--- src/rtl/bus_arbiter_if.sv ---
// Signal bundle between the fetch/memory requesters, the arbiter and the bus slave.
// The arbiter connects through the slave modport; the environment uses master.
interface bus_arbiter_if;
   logic        fetch_req;
   logic [31:0] fetch_address;
   logic        fetch_ready;
   logic [31:0] fetch_data;
   logic        fetch_error;

   logic        mem_load;
   logic        mem_store;
   logic [31:0] mem_address;
   logic [31:0] mem_store_data;
   logic [1:0]  mem_size;
   logic        mem_signed;
   logic        mem_ready;
   logic [31:0] mem_load_data;
   logic        mem_error;

   logic        bus_valid;
   logic        bus_write;
   logic [31:0] bus_address;
   logic [31:0] bus_wdata;
   logic [3:0]  bus_strobe;
   logic        bus_ready;
   logic [31:0] bus_rdata;

   modport slave (
      input  fetch_req, fetch_address,
      output fetch_ready, fetch_data, fetch_error,
      input  mem_load, mem_store, mem_address, mem_store_data, mem_size, mem_signed,
      output mem_ready, mem_load_data, mem_error,
      output bus_valid, bus_write, bus_address, bus_wdata, bus_strobe,
      input  bus_ready, bus_rdata
   );

   modport master (
      output fetch_req, fetch_address,
      input  fetch_ready, fetch_data, fetch_error,
      output mem_load, mem_store, mem_address, mem_store_data, mem_size, mem_signed,
      input  mem_ready, mem_load_data, mem_error,
      input  bus_valid, bus_write, bus_address, bus_wdata, bus_strobe,
      output bus_ready, bus_rdata
   );
endinterface

--- src/rtl/bus_arbiter.sv ---
// Two-requester (fetch / load-store) arbiter onto a single 32-bit bus with byte lanes.
// Define BUS_TIMEOUT_EN to abort transfers after TIMEOUT_CYCLES bus-wait cycles.
module bus_arbiter #(
   parameter int unsigned TIMEOUT_CYCLES = 255
) (
   input  logic         clk,
   input  logic         rst_n,
   bus_arbiter_if.slave bus_if
);

   typedef enum logic [1:0] {IDLE = 2'd0, FETCH = 2'd1, MEM = 2'd2} state_e;

   state_e      state_q, state_d;
   logic        last_grant_q, last_grant_d;
   logic        bus_valid_q, bus_valid_d;
   logic        bus_write_q, bus_write_d;
   logic [31:0] bus_address_q, bus_address_d;
   logic [31:0] bus_wdata_q, bus_wdata_d;
   logic [3:0]  bus_strobe_q, bus_strobe_d;
   logic        fetch_ready_q, fetch_ready_d;
   logic [31:0] fetch_data_q, fetch_data_d;
   logic        mem_ready_q, mem_ready_d;
   logic [31:0] mem_load_data_q, mem_load_data_d;
   logic [1:0]  off_q, off_d;
   logic [1:0]  size_q, size_d;
   logic        signed_q, signed_d;

   logic mem_req_s, grant_s, pick_mem_s, done_s, tmo_expire_s;

   function automatic logic [3:0] strobe_f(input logic [1:0] size, input logic [1:0] off);
      logic [3:0] s;
      case (size)
         2'b00:   s = 4'b0001 << off;
         2'b01:   s = 4'b0011 << {off[1], 1'b0};
         default: s = 4'b1111;
      endcase
      return s;
   endfunction

   function automatic logic [31:0] wdata_f(input logic [1:0] size, input logic [31:0] d);
      logic [31:0] w;
      case (size)
         2'b00:   w = {4{d[7:0]}};
         2'b01:   w = {2{d[15:0]}};
         default: w = d;
      endcase
      return w;
   endfunction

   function automatic logic [31:0] load_f(input logic [1:0] size, input logic [1:0] off,
                                          input logic sgn, input logic [31:0] rd);
      logic [7:0]  b;
      logic [15:0] h;
      logic [31:0] r;
      b = rd[{off, 3'b000} +: 8];
      h = off[1] ? rd[31:16] : rd[15:0];
      case (size)
         2'b00:   r = {{24{sgn & b[7]}}, b};
         2'b01:   r = {{16{sgn & h[15]}}, h};
         default: r = rd;
      endcase
      return r;
   endfunction

   assign mem_req_s  = bus_if.mem_load | bus_if.mem_store;
   // The IDLE cycle carrying a ready pulse never grants, so a requester still holding its
   // request while it sees ready is not served twice.
   assign grant_s    = (state_q == IDLE) && !(fetch_ready_q || mem_ready_q) &&
                       (bus_if.fetch_req || mem_req_s);
   assign pick_mem_s = mem_req_s && (!bus_if.fetch_req || !last_grant_q);
   assign done_s     = (state_q != IDLE) && bus_valid_q && bus_if.bus_ready;

`ifdef BUS_TIMEOUT_EN
   localparam int unsigned TW = $clog2(TIMEOUT_CYCLES + 1);
   logic [TW-1:0] tmo_q, tmo_d;
   logic          fetch_error_q, mem_error_q;

   assign tmo_expire_s = bus_valid_q && !bus_if.bus_ready && (tmo_q == TW'(TIMEOUT_CYCLES - 1));

   // Bus-wait counter: restarts on each grant, advances on every stalled cycle.
   always_comb begin
      tmo_d = tmo_q;
      if (grant_s) begin
         tmo_d = '0;
      end else if (bus_valid_q && !bus_if.bus_ready) begin
         tmo_d = tmo_q + TW'(1);
      end else begin
         tmo_d = tmo_q;
      end
   end

   // Counter and error-pulse registers.
   always_ff @(posedge clk or negedge rst_n) begin
      if (!rst_n) begin
         tmo_q         <= '0;
         fetch_error_q <= 1'b0;
         mem_error_q   <= 1'b0;
      end else begin
         tmo_q         <= tmo_d;
         fetch_error_q <= tmo_expire_s && (state_q == FETCH);
         mem_error_q   <= tmo_expire_s && (state_q == MEM);
      end
   end

   assign bus_if.fetch_error = fetch_error_q;
   assign bus_if.mem_error   = mem_error_q;
`else
   assign tmo_expire_s       = 1'b0;
   assign bus_if.fetch_error = 1'b0;
   assign bus_if.mem_error   = 1'b0;
`endif

   // Next-state and registered-output logic of the arbitration FSM.
   always_comb begin
      state_d         = state_q;
      last_grant_d    = last_grant_q;
      bus_valid_d     = bus_valid_q;
      bus_write_d     = bus_write_q;
      bus_address_d   = bus_address_q;
      bus_wdata_d     = bus_wdata_q;
      bus_strobe_d    = bus_strobe_q;
      fetch_ready_d   = 1'b0;
      fetch_data_d    = fetch_data_q;
      mem_ready_d     = 1'b0;
      mem_load_data_d = mem_load_data_q;
      off_d           = off_q;
      size_d          = size_q;
      signed_d        = signed_q;
      case (state_q)
         IDLE: begin
            if (grant_s && pick_mem_s) begin
               state_d       = MEM;
               bus_valid_d   = 1'b1;
               bus_write_d   = bus_if.mem_store;
               bus_address_d = {bus_if.mem_address[31:2], 2'b00};
               bus_wdata_d   = bus_if.mem_store ? wdata_f(bus_if.mem_size, bus_if.mem_store_data) : 32'd0;
               bus_strobe_d  = strobe_f(bus_if.mem_size, bus_if.mem_address[1:0]);
               off_d         = bus_if.mem_address[1:0];
               size_d        = bus_if.mem_size;
               signed_d      = bus_if.mem_signed;
            end else if (grant_s) begin
               state_d       = FETCH;
               bus_valid_d   = 1'b1;
               bus_write_d   = 1'b0;
               bus_address_d = {bus_if.fetch_address[31:2], 2'b00};
               bus_wdata_d   = 32'd0;
               bus_strobe_d  = 4'b1111;
            end else begin
               state_d = IDLE;
            end
         end
         FETCH, MEM: begin
            if (done_s || tmo_expire_s) begin
               state_d      = IDLE;
               bus_valid_d  = 1'b0;
               bus_write_d  = 1'b0;
               last_grant_d = (state_q == MEM);
               if (state_q == FETCH) begin
                  fetch_ready_d = 1'b1;
                  fetch_data_d  = done_s ? bus_if.bus_rdata : 32'd0;
               end else begin
                  mem_ready_d     = 1'b1;
                  mem_load_data_d = done_s ? load_f(size_q, off_q, signed_q, bus_if.bus_rdata) : 32'd0;
               end
            end else begin
               state_d = state_q;
            end
         end
         default: begin
            state_d     = IDLE;
            bus_valid_d = 1'b0;
            bus_write_d = 1'b0;
         end
      endcase
   end

   // State and output registers.
   always_ff @(posedge clk or negedge rst_n) begin
      if (!rst_n) begin
         state_q         <= IDLE;
         last_grant_q    <= 1'b0;
         bus_valid_q     <= 1'b0;
         bus_write_q     <= 1'b0;
         bus_address_q   <= 32'd0;
         bus_wdata_q     <= 32'd0;
         bus_strobe_q    <= 4'b0000;
         fetch_ready_q   <= 1'b0;
         fetch_data_q    <= 32'd0;
         mem_ready_q     <= 1'b0;
         mem_load_data_q <= 32'd0;
         off_q           <= 2'b00;
         size_q          <= 2'b00;
         signed_q        <= 1'b0;
      end else begin
         state_q         <= state_d;
         last_grant_q    <= last_grant_d;
         bus_valid_q     <= bus_valid_d;
         bus_write_q     <= bus_write_d;
         bus_address_q   <= bus_address_d;
         bus_wdata_q     <= bus_wdata_d;
         bus_strobe_q    <= bus_strobe_d;
         fetch_ready_q   <= fetch_ready_d;
         fetch_data_q    <= fetch_data_d;
         mem_ready_q     <= mem_ready_d;
         mem_load_data_q <= mem_load_data_d;
         off_q           <= off_d;
         size_q          <= size_d;
         signed_q        <= signed_d;
      end
   end

   assign bus_if.bus_valid     = bus_valid_q;
   assign bus_if.bus_write     = bus_write_q;
   assign bus_if.bus_address   = bus_address_q;
   assign bus_if.bus_wdata     = bus_wdata_q;
   assign bus_if.bus_strobe    = bus_strobe_q;
   assign bus_if.fetch_ready   = fetch_ready_q;
   assign bus_if.fetch_data    = fetch_data_q;
   assign bus_if.mem_ready     = mem_ready_q;
   assign bus_if.mem_load_data = mem_load_data_q;

endmodule

--- src/flat_wrapper.sv ---
// flat-port wrapper written by rule: the top's interface ports become plain ports
module bus_arbiter_flat 
#(
   parameter int unsigned TIMEOUT_CYCLES = 255
)
  (clk, rst_n, bus_if_fetch_req, bus_if_fetch_address, bus_if_fetch_ready, bus_if_fetch_data, bus_if_fetch_error, bus_if_mem_load, bus_if_mem_store, bus_if_mem_address, bus_if_mem_store_data, bus_if_mem_size, bus_if_mem_signed, bus_if_mem_ready, bus_if_mem_load_data, bus_if_mem_error, bus_if_bus_valid, bus_if_bus_write, bus_if_bus_address, bus_if_bus_wdata, bus_if_bus_strobe, bus_if_bus_ready, bus_if_bus_rdata);
  bus_arbiter_if bus_if_i ();
  input  logic clk;
  input  logic rst_n;
  input wire logic [$bits(bus_if_i.fetch_req)-1:0] bus_if_fetch_req;
  input wire logic [$bits(bus_if_i.fetch_address)-1:0] bus_if_fetch_address;
  output wire logic [$bits(bus_if_i.fetch_ready)-1:0] bus_if_fetch_ready;
  output wire logic [$bits(bus_if_i.fetch_data)-1:0] bus_if_fetch_data;
  output wire logic [$bits(bus_if_i.fetch_error)-1:0] bus_if_fetch_error;
  input wire logic [$bits(bus_if_i.mem_load)-1:0] bus_if_mem_load;
  input wire logic [$bits(bus_if_i.mem_store)-1:0] bus_if_mem_store;
  input wire logic [$bits(bus_if_i.mem_address)-1:0] bus_if_mem_address;
  input wire logic [$bits(bus_if_i.mem_store_data)-1:0] bus_if_mem_store_data;
  input wire logic [$bits(bus_if_i.mem_size)-1:0] bus_if_mem_size;
  input wire logic [$bits(bus_if_i.mem_signed)-1:0] bus_if_mem_signed;
  output wire logic [$bits(bus_if_i.mem_ready)-1:0] bus_if_mem_ready;
  output wire logic [$bits(bus_if_i.mem_load_data)-1:0] bus_if_mem_load_data;
  output wire logic [$bits(bus_if_i.mem_error)-1:0] bus_if_mem_error;
  output wire logic [$bits(bus_if_i.bus_valid)-1:0] bus_if_bus_valid;
  output wire logic [$bits(bus_if_i.bus_write)-1:0] bus_if_bus_write;
  output wire logic [$bits(bus_if_i.bus_address)-1:0] bus_if_bus_address;
  output wire logic [$bits(bus_if_i.bus_wdata)-1:0] bus_if_bus_wdata;
  output wire logic [$bits(bus_if_i.bus_strobe)-1:0] bus_if_bus_strobe;
  input wire logic [$bits(bus_if_i.bus_ready)-1:0] bus_if_bus_ready;
  input wire logic [$bits(bus_if_i.bus_rdata)-1:0] bus_if_bus_rdata;
  assign bus_if_i.fetch_req = bus_if_fetch_req;
  assign bus_if_i.fetch_address = bus_if_fetch_address;
  assign bus_if_fetch_ready = bus_if_i.fetch_ready;
  assign bus_if_fetch_data = bus_if_i.fetch_data;
  assign bus_if_fetch_error = bus_if_i.fetch_error;
  assign bus_if_i.mem_load = bus_if_mem_load;
  assign bus_if_i.mem_store = bus_if_mem_store;
  assign bus_if_i.mem_address = bus_if_mem_address;
  assign bus_if_i.mem_store_data = bus_if_mem_store_data;
  assign bus_if_i.mem_size = bus_if_mem_size;
  assign bus_if_i.mem_signed = bus_if_mem_signed;
  assign bus_if_mem_ready = bus_if_i.mem_ready;
  assign bus_if_mem_load_data = bus_if_i.mem_load_data;
  assign bus_if_mem_error = bus_if_i.mem_error;
  assign bus_if_bus_valid = bus_if_i.bus_valid;
  assign bus_if_bus_write = bus_if_i.bus_write;
  assign bus_if_bus_address = bus_if_i.bus_address;
  assign bus_if_bus_wdata = bus_if_i.bus_wdata;
  assign bus_if_bus_strobe = bus_if_i.bus_strobe;
  assign bus_if_i.bus_ready = bus_if_bus_ready;
  assign bus_if_i.bus_rdata = bus_if_bus_rdata;
  bus_arbiter #(.TIMEOUT_CYCLES(TIMEOUT_CYCLES)) u_core (.clk(clk), .rst_n(rst_n), .bus_if(bus_if_i));
endmodule
--- config.mk ---
export PLATFORM = sky130hd
export DESIGN_NAME = bus_arbiter_flat
export DESIGN_NICKNAME = d
export VERILOG_FILES = /design/src/rtl/bus_arbiter_if.sv /design/src/rtl/bus_arbiter.sv /design/src/flat_wrapper.sv
export SDC_FILE = /design/constraint.sdc
export NUM_CORES = 1
export LEC_CHECK = 0
export ABC_CLOCK_PERIOD_IN_PS = 2200
export BUFFER_PORTS_ARGS = -buffer_cell sky130_fd_sc_hd__buf_2
export CORE_MARGIN = 1.5
export CORE_UTILIZATION = 40
export CTS_CLUSTER_SIZE = 25
export DETAILED_ROUTE_END_ITERATION = 10
export GPL_ROUTABILITY_DRIVEN = 0
export PLACE_DENSITY = 0.67
export SYNTH_ARGS = -nofsm -noshare
export SYNTH_HDL_FRONTEND = slang
export SYNTH_SLANG_ARGS = --single-unit
--- constraint.sdc ---
create_clock -name clk -period 2.2 [get_ports clk]
set_clock_uncertainty 0.15 [all_clocks]
set_input_delay 0 -clock clk [delete_from_list [all_inputs] [get_ports clk]]
set_output_delay 0 -clock clk [all_outputs]
set_load 0.05 [all_outputs]
==> Word-level counts from Yosys, hierarchy flattened <==
Cells that the tools add are included.
{ "op_classes": {"n_eq_ne": 6, "shifts": 3, "mux": 28, "bitwise_logic": 4, "n_reduce_logical": 24} }
{ "op_table": {"columns": ["cell", "n"], "rows": [
  ["32-bit 2-to-1 mux", 5],
  ["32-bit one-hot mux with 2 select lines", 2],
  ["32-bit by 6-bit indexed part select with 8-bit output", 1],
  ["16-bit 2-to-1 mux", 1],
  ["1-bit 2-to-1 mux", 12],
  ["4-bit 2-to-1 mux", 2],
  ["4-bit one-hot mux with 2 select lines", 1],
  ["2-bit AND reduction", 4],
  ["2-bit by 1-bit == test with 1-bit output, second input constant", 3],
  ["1-bit logical AND", 6],
  ["2-bit zero test", 3],
  ["3-bit AND reduction", 2],
  ["2-bit 2-to-1 mux", 2],
  ["1-bit one-hot mux with 2 select lines", 2],
  ["2-bit one-hot mux with 2 select lines", 1],
  ["2-bit nonzero test", 2],
  ["1-bit by 2-bit left shift with 4-bit output, first input constant", 1],
  ["2-bit by 2-bit left shift with 4-bit output, first input constant", 1],
  ["1-bit zero test", 3],
  ["1-bit logical OR", 3],
  ["3-bit by 2-bit != test with 1-bit output, second input constant", 1],
  ["1-bit AND", 2],
  ["2-bit == test, second input constant", 1],
  ["2-bit by 1-bit != test with 1-bit output, second input constant", 1],
  ["3 further kinds", 3]
]} }
{ "word_totals": {"regBits": 144, "in_bits": 137, "out_inout_bits": 138, "elab_cells": 79} }

==> Logic depth before layout (Yosys ltp) <==
{ "depth": {"ltp_word": 7, "mapped_depth": 8, "ltp_nobuf": 6} }

==> Worst setup path after synthesis <==
OpenSTA, ideal clock, no wires.
{ "synth_path": {"path_kind": "register to register", "start": "reg u_core.state_q[0]", "end": "reg u_core.mem_load_data_q[0], in the netlist u_core.bus_if.mem_load_data[0]", "arrival_time_ns": 1.635, "required_time_ns": 1.924, "slack_ns": 0.289, "stages_incl_launch_ff": 7, "cell_sequence": "dfrtp_1 -> inv_1 -> ha_1 -> nand4b_1 -> buf_2 -> buf_2 -> a221o_1"} }
{ "synth_via": {"elab_chain_len": 4, "word_cells_on_any_way": 8} }
{ "synth_lines": {"columns": ["element", "line_no", "text"], "rows": [
  ["start, declared", "bus_arbiter.sv:13", "state_e state_q, state_d;"],
  ["start signal, assigned", "bus_arbiter.sv:195", "state_q <= state_d;"],
  ["2-bit nonzero test", "bus_arbiter.sv:71", "assign done_s = (state_q != IDLE) && bus_valid_q && bus_if.bus_ready;"],
  ["1-bit logical AND (2 in a row)", "bus_arbiter.sv:71", null],
  ["3-bit AND reduction (no line) *", null, null],
  ["end signal, assigned", "bus_arbiter.sv:205", "mem_load_data_q <= mem_load_data_d;"],
  ["end, declared", "bus_arbiter.sv:23", "logic [31:0] mem_load_data_q, mem_load_data_d;"]
]} }
Every way passes the cells marked *; elsewhere a longest branch is shown, timed or not.
A chain may end at the register's enable or synchronous reset.

==> Worst setup path in the final report <==
{ "layout_path": {"start": "reg u_core.state_q[1]", "end": "reg u_core.mem_load_data_q[2], in the netlist u_core.bus_if.mem_load_data[2]"} }
Same word-level chain as after synthesis.

==> flow_summary.ini <==
[floorplan]
core-area_mm2 = 0.01537
core.rowCount = 45
die_y_um = 129.1
start_util = 0.4139
die_x_um = 129.1
pin_count = 275
die_area_mm2 = 0.01667

[synth]
synthTopCellsByArea = dfrtp_1 (56%), mux2_2 (6.5%), nand2_1 (4.8%)
synth.distinct_cells = 46
ys_ff_latch = 142
synthCells = 608
synth_top_area_cell = dfrtp_1
syn_avg_cell_area_um2 = 10.46
synth_top_area_share = 0.5585
syn-cell-area_mm2 = 0.006362
yosysWarnings = 0
synth_edf_count = 0
synth-main-ff-cell = dfrtp_1
async_flop_share = 1.000
yosysSeqAreaShare = 0.5585

[sta]
timing_hold_violations_final = 0
fmax_ghz = 0.4821
setup_viol = 0
rsz0062_at_grt = yes
slew_headroom = 0.5904
finalCritPeriodShare = 0.9428
maxSlewViolCount = 0
worst_pin_slew_ns = 0.6058
finalCriticalPeriod_ns = 2.074
setup_ws_ns = 0.1258

[routing]
firstDrtPassIters = 4
vias_per_cell = 5.171
drt_iter0_markers = 448
wirelength_um = 21640
wl_per_cell_um = 17.27
drc = 0
antenna_left = 0
vias = 6479

[finish]
final_cells = 1253
diodes = 0
seq_area_mm2 = 0.003553
nFillCells = 1151
layout-drive-gt1-share = 0.3560
finish.net_count = 1171
final_util = 0.6574
finalInstanceArea_mm2 = 0.01010
area_growth_pct = 58.82
multi_input_area_mm2 = 0.002539

[worst_setup_path]
crit_path_max_incr_delay_ns = 0.40
cp_max_fo = 18
worstPathArrival_ns = 2.22
crit_chain = inv_1, ha_1, nand4b_1, buf_4, a221o_1
crit_buf_inv = 2
startpoint_type = flip-flop
cp_top_family = buffers and inverters
crit_slowest_cell = nand4b_1
endpoint_kind = flip-flop
critPathRequiredTime_ns = 2.34
timing_worst_setup_path_type = reg -> reg

[global_routing]
grt_max_degree = 59
track_usage = 0.2618
antenna_found_initial = 0
overflow = 0
grt_pass1_vias = 6659
grt_pass1_wl_um = 33650

[placed_design]
dp_hpwl_um = 13280
place_ws_ns = 0.01136
port_buffers = 268
numPlacedInstances = 1072
dpl-instance-area_mm2 = 0.008013

[clocking]
clk_latency_ns = 0.41
cts.sinks = 142
clkTransAtPathRegs_ns = 0.06
root_buffer = clkbuf_16
numCtsBuffers = 17
h-tree-depth = 4
cts_tree = built
clockBufferDepth = 2

[pwr]
peakVddDrop_uv = 1225
powerDensity_mw_per_mm2 = 1555
p_leak_nw = 5.105
total_power_w = 0.01571

[min_path]
hp-class = in -> reg

[run_status]
status = finished, final reports clean

[run]
cap_violations = 0
## flip-flops by register name, summed over array words and instances (netlist names)
signal and flops:
u_core.bus_if.bus_wdata 32, u_core.bus_if.fetch_data 32, u_core.bus_if.mem_load_data 32, u_core.bus_if.bus_address 30, u_core.bus_if.bus_strobe 4, u_core.off_q 2
u_core.size_q 2, u_core.state_q 2, u_core.bus_if.bus_valid 1, u_core.bus_if.bus_write 1, u_core.bus_if.fetch_ready 1, u_core.bus_if.mem_ready 1
u_core.last_grant_q 1, u_core.signed_q 1
## final timing paths
check	start	end	slack (ns)	depth (start not counted)
max	u_core.state_q[1]	u_core.bus_if.mem_load_data[2]	0.13	5
min reg2reg	u_core.bus_if.bus_address[5]	u_core.bus_if.bus_address[5]	0.33	2
min	bus_if_bus_rdata[4]	u_core.bus_if.fetch_data[4]	0.23	3
max in group asynchronous	rst_n	u_core.bus_if.fetch_data[7]	0.66	4
max reg2reg	u_core.state_q[1]	u_core.bus_if.mem_load_data[2]	0.13	5
min in group asynchronous	rst_n	u_core.bus_if.fetch_data[15]	0.51	3
## Yosys cell counts (2+ instances only)
master    instances
a22oi_1           9
nand2_1          82
o21ai_0          45
nor3b_1           2
o21ai_1          24
mux2i_1          27
buf_4             5
a21oi_1          35
dfrtp_1         142
nor2_1           27
buf_1             2
o22ai_1          21
a22o_1            8
nor2b_1           3
a32oi_1           7
mux2_2           37
inv_1            23
o21bai_1          2
clkbuf_1         20
buf_2            18
ha_1              5
a221o_1           7
nand3_1          34
## per-stage QoR
stage	hold WS (ns)	TNS, ns
after floorplan	-0.4456	0
after global placement	-0.1408	0
after detailed placement	-0.1451	0
after CTS	0.02109	0
after global routing	0.2207	-0.06029
final	0.2303	0
## where the power goes
group          total [W]  internal [W]  switching [W]
clock            0.00290       0.00181        0.00109
combinational    0.00839       0.00230        0.00609
sequential       0.00441       0.00375       0.000669
total             0.0157       0.00786        0.00785
## cells by family after synthesis
kind of cell	synth area share
other cells	0.0005894
simple gates	0.1152
compound gates	0.1595
buf+inv	0.04838
fa+ha+maj	0.009833
flops	0.5585
mux	0.1080
## routing by layer
layer,share of wire,routed length (um),GRT usage,vias up
met5,0,0,0,-
met4,0.034,727,0.1196,0
met3,0.066,1435,0.06771,58
met2,0.51,10990,0.4587,293
met1,0.39,8480,0.3003,3130
li1,-,-,-,2998
## placed cells by master, fill, tap and decap left out, types with 5 or more instances in the layout
master / netlist / routed
a221o_1: 7 / 7
clkbuf_16: 0 / 17
nand2_1: 82 / 81
nand3_1: 34 / 34
mux2i_1: 27 / 27
a32oi_1: 7 / 7
o22ai_1: 21 / 21
o21ai_0: 45 / 45
buf_4: 5 / 28
a22o_1: 8 / 8
dfrtp_1: 142 / 142
inv_1: 23 / 23
a21oi_1: 35 / 35
o21ai_1: 24 / 24
buf_2: 18 / 267
ha_1: 5 / 5
dlygate4sd3_1: 0 / 147
a22oi_1: 9 / 9
nor2_1: 27 / 25
mux2_2: 37 / 37
## layout make-up
type	instances	share of cell area
timing repair buffer	445	0.3037
clock buffer	22	0.04495
inverter	23	0.008544
multi-input combinational	400	0.2512
clock inverter	10	0.01374
sequential	142	0.3517
tap	211	0.02613
## tightest hold or removal path: stages
cell and delay [ns]:
dlygate4sd3_1 0.52, buf_2 0.11, mux2_2 0.13
## what timing repair did
action | 4_1_cts | 5_1_grt
endpoints found under the setup margin | 1 | 24
hold buffers | 146 | 1
buffers inserted | 0 | 2
resized for setup | 1 | 3
endpoints found under the hold margin | 283 | 4
Power figures use the tool's default switching activity.
